File: src/rtl/sign_abs_to_bipolar.sv
// rtl/sign_abs_to_bipolar.sv - sign/magnitude unary pair to bipolar unary bitstream
// Half-unit credit accumulator plus pending-output counter with valid/ready handshakes on both sides.
module sign_abs_to_bipolar #(
  parameter int DEP = 3
) (
  input  logic clk,
  input  logic rst_n,
  input  logic in_valid,
  input  logic sign,
  input  logic abs,
  output logic in_ready,
  output logic drop,
  output logic out_valid,
  output logic bipolar,
  input  logic out_ready
);

  localparam logic [DEP-1:0] PEND_FULL = '1;
  localparam logic [DEP:0]   ONE_UNIT  = (DEP+1)'(2);
  localparam logic [DEP:0]   HALF_UNIT = (DEP+1)'(1);

  logic [DEP-1:0] pend;
  logic [DEP:0]   acc;

  logic           acc_in;
  logic           cons;
  logic           acc_hi;
  logic [DEP:0]   c_add;
  logic [DEP:0]   sub_amt;
  logic [DEP-1:0] pend_inc;
  logic [DEP-1:0] pend_dec;

  assign acc_hi    = (acc >= ONE_UNIT);
  assign in_ready  = (pend != PEND_FULL);
  assign out_valid = (pend != '0);
  assign bipolar   = out_valid & acc_hi;
  assign drop      = in_valid & ~in_ready;

  assign acc_in = in_valid & in_ready;
  assign cons   = out_valid & out_ready;

  assign pend_inc = {{(DEP-1){1'b0}}, acc_in};
  assign pend_dec = {{(DEP-1){1'b0}}, cons};

  // A positive magnitude bit earns a full unit, a negative one nothing, a zero bit half a unit.
  always_comb begin
    c_add = '0;
    if (acc_in) begin
      if (abs) begin
        c_add = sign ? '0 : ONE_UNIT;
      end else begin
        c_add = HALF_UNIT;
      end
    end
  end

  // The emitted bit was decided on the pre-update credit, so retire a full unit only for a 1.
  always_comb begin
    sub_amt = '0;
    if (cons && acc_hi) begin
      sub_amt = ONE_UNIT;
    end
  end

  always_ff @(posedge clk or negedge rst_n) begin
    if (!rst_n) begin
      pend <= '0;
      acc  <= '0;
    end else begin
      pend <= pend + pend_inc - pend_dec;
      acc  <= acc + c_add - sub_amt;
    end
  end

endmodule

File: config.mk
export PLATFORM = sky130hd
export DESIGN_NAME = sign_abs_to_bipolar
export DESIGN_NICKNAME = d
export VERILOG_FILES = /design/src/rtl/sign_abs_to_bipolar.sv
export SDC_FILE = /design/constraint.sdc
export NUM_CORES = 1
export LEC_CHECK = 0
export ABC_AREA = 1
export CAP_MARGIN = 40
export CORE_MARGIN = 5
export CORE_UTILIZATION = 30
export CTS_CLUSTER_DIAMETER = 50
export DETAILED_ROUTE_END_ITERATION = 10
export PLACE_DENSITY = 0.5
export SKIP_CTS_REPAIR_TIMING = 1
export SYNTH_ARGS = -nofsm -noshare
export SYNTH_HDL_FRONTEND = slang
export SYNTH_SLANG_ARGS = --single-unit
File: constraint.sdc
create_clock -name clk -period 2.6 [get_ports clk]
set_input_delay 0.39 -clock clk [delete_from_list [all_inputs] [get_ports clk]]
set_output_delay 0.39 -clock clk [all_outputs]
set_load 0.01 [all_outputs]
==> key figures <==
Placed design
  – HPWL after DPL: 677.8 um
  – Number of I/O port buffers: 9
  – Final GP Congestion: 0.6458

Worst setup path
  – Most frequent CP cell: nand2_1
  – Worst Setup End Kind: flop
  – Ordered list of cells on the worst path: clkdlybuf4s50_1 -> inv_1 -> nor2_2 -> nand2_2 -> fa_1 -> ha_1 -> a21oi_1 -> nand2_1 -> nand2_1 -> nand2_1
  – Arr. time, crit path: between 2000 and 2500 ps
  – Critical path class: input pin to flop
  – Crit start category: input pin
  – CP bufs+invs: 2
  – CP required: ~2800 ps
  – Delay-heaviest family, CP: adder cells
  – CP max FO: 3
  – Delay of the slowest critical-path stage: 450 ps
  – Slowest CP cell: clkdlybuf4s50_1

Timing
  – Maximum clock frequency: between 500 and 600 MHz
  – Setup tns final: 0 ps
  – Slew Viols, Final: 0
  – Final Hold Viols: 0
  – Slew @ Worst Pin: 339.6 ps
  – Fin Hold WS: 404.2 ps
  – Final period utilization: 76.52%
  – Min cycle time layout: between 1500 and 2000 ps
  – Final setup fails: 0
  – Slew HR: approximately 77%
  – Clock skew: between 0.9 and 1 ps
  – RSZ-0062 raised after global routing: false

Final layout
  – Fin nets: 83
  – Commonest non-fill, non-tap cell in the layout: inv_1
  – Antenna diodes: 0
  – Layout cells sized above 1: 10.29%
  – P&R area growth vs syn: 29.14%
  – Commonest cells after routing, fill and taps aside: inv_1, clkdlybuf4s50_1, nand2_1

Synth
  – Mapped Area: between 400 and 500 um^2
  – Synth warn: 0
  – Sequential share of the synthesized area: between 30% and 40%
  – Top cells by area, synth: dfrtp_1, ha_1, inv_1, fa_1, nand2_1
  – Largest area contributor in the netlist: dfrtp_1
  – Synth Area per Inst: 8.508 um^2
  – Syn Nets: roughly 70
  – Post-Synthesis Cells: 55
  – Number of synthesized register bits: 7
  – Distinct cells, synth: 12
  – Top cell type's share of synthesized area: a little under two fifths

Power
  – Max VDD drop: roughly 400 uV
  – Leak Pwr: around 0.00032 uW
  – Cell Pwr Density: 1249 mW/mm^2

Drt
  – Post-Route WL: ~800 um
  – First DRT Iteration DRCs: 0
  – DRC: 0
  – Vias after detailed routing: between 300 and 400
  – Wire length per cell: approximately 9.5 um
  – Drt pass-1 iters: 1
  – Post-DR vias/cell: approximately 4.3
  – Post-DRT Antenna Nets: 0

Die
  – Die Ht: 49.50 um
  – Initial Utilization: around a third
  – IO Pins: 10
  – Die ar.: between 0.002 and 0.0025 mm^2
  – Core ar.: around 0.0015 mm^2
  – Row count: 14
  – Die width: 49.50 um

Global routing
  – Largest net degree at the start of global routing: 8
  – All-layer global routing usage: slightly below 8%
  – Grt total ovfl: 0
  – Global-route wire length before repair: approximately 1400 um
  – Vias in the first global route: about 330
  – Antenna violations before repair: 0

Min path
  – Worst Hold Class: input pin to async pin

CTS
  – CTS tree: done
  – Worst skew pair latency: 250 ps
  – Total CTS buffers: 3
  – H-tree levels: 1
  – Clock tree root driver cell: clkbuf_4
  – Clk sinks: 7
  – Clk pin slew, worst setup/hold paths: about 50 ps
  – Clock Path Buffers: 2

Run
  – Max-cap viol count: 0

Outcome
  – Outcome: complete, no violations
layer usage:
layer	share of wire, %	up-vias	global-route usage [%]
li1	-	190	-
met1	47	154	9.888
met2	44	11	10.30
met3	7.7	2	4.819
met4	1.1	0	3.930
met5	0	-	0
power breakdown:
| part | switching (uW) | internal, uW | leakage (uW) |
|---|---|---|---|
| Combinational | 230 | 209 | 0.000226 |
| Sequential | 41.2 | 174 | 0.0000822 |
| Clock | 42.8 | 58.7 | 0.0000150 |
| Total | 314 | 441 | 0.000324 |
Yosys cell counts:
master / instances
nand3_1: 5
ha_1: 6
fa_1: 2
nor2_1: 4
nand2_1: 8
xnor2_1: 1
inv_1: 16
dfrtp_1: 7
nand2_2: 2
a21oi_1: 2
nor2_2: 1
nor3_2: 1
final timing paths:
path                       depth (start not counted)  slack (ps)              start           endpoint
hold / removal                                     1         400              rst_n   acc[3]$_DFF_PN0_
setup / recovery                                  10         610          out_ready   acc[3]$_DFF_PN0_
hold reg to reg                                    1         480   acc[0]$_DFF_PN0_   acc[0]$_DFF_PN0_
setup reg to reg                                   9         660  pend[1]$_DFF_PN0_  pend[2]$_DFF_PN0_
max in group asynchronous                          1        1950              rst_n   acc[1]$_DFF_PN0_
min in group clk                                   1         480   acc[0]$_DFF_PN0_   acc[0]$_DFF_PN0_
cells by family after synthesis:
family	count (synthesis)	share of synthesized area, %
AOI/OAI and AO/OA	2	2.139
xor gates and xnor gates	1	1.872
adders and majority gates	8	24.60
buffers and inverters	16	12.83
DFF	7	37.43
and+or+nand+nor	21	21.12
sequential cells by signal (all words and copies together), names as in the netlist:
signal and count:
acc 4, pend 3
stage by stage:
step	utilization (%)	instances	power, uW	setup slack [ps]	cell area, um^2
2_1_floorplan	-	55	533.0	740.2	467.9
3_3_place_gp	38.82	80	656.0	324.8	578.1
3_5_place_dp	38.82	80	668.2	333.5	578.1
4_1_cts	40.59	84	777.3	599.9	604.3
5_1_grt	40.59	84	857.8	496.7	604.3
6_report	40.59	84	755.1	610.5	604.3
worst reg2reg max path, stage by stage (launching register included):
cell	delay, ps
dfrtp_1	430
nor3_2	270
nor2_2	80
ha_1	290
inv_1	60
ha_1	140
inv_1	50
fa_1	380
nand3_1	100
nand2_1	50
final cells by class:
cell class,instances,area [um^2]
fillers,160,884.6
multi-input cells,32,232.7
flip-flops and latches,7,175.2
repair buffers,9,90.09
inverters,16,60.06
clock buffers,4,26.28
well taps,16,20.02
Note: power is estimated with default switching activity, not from simulation.
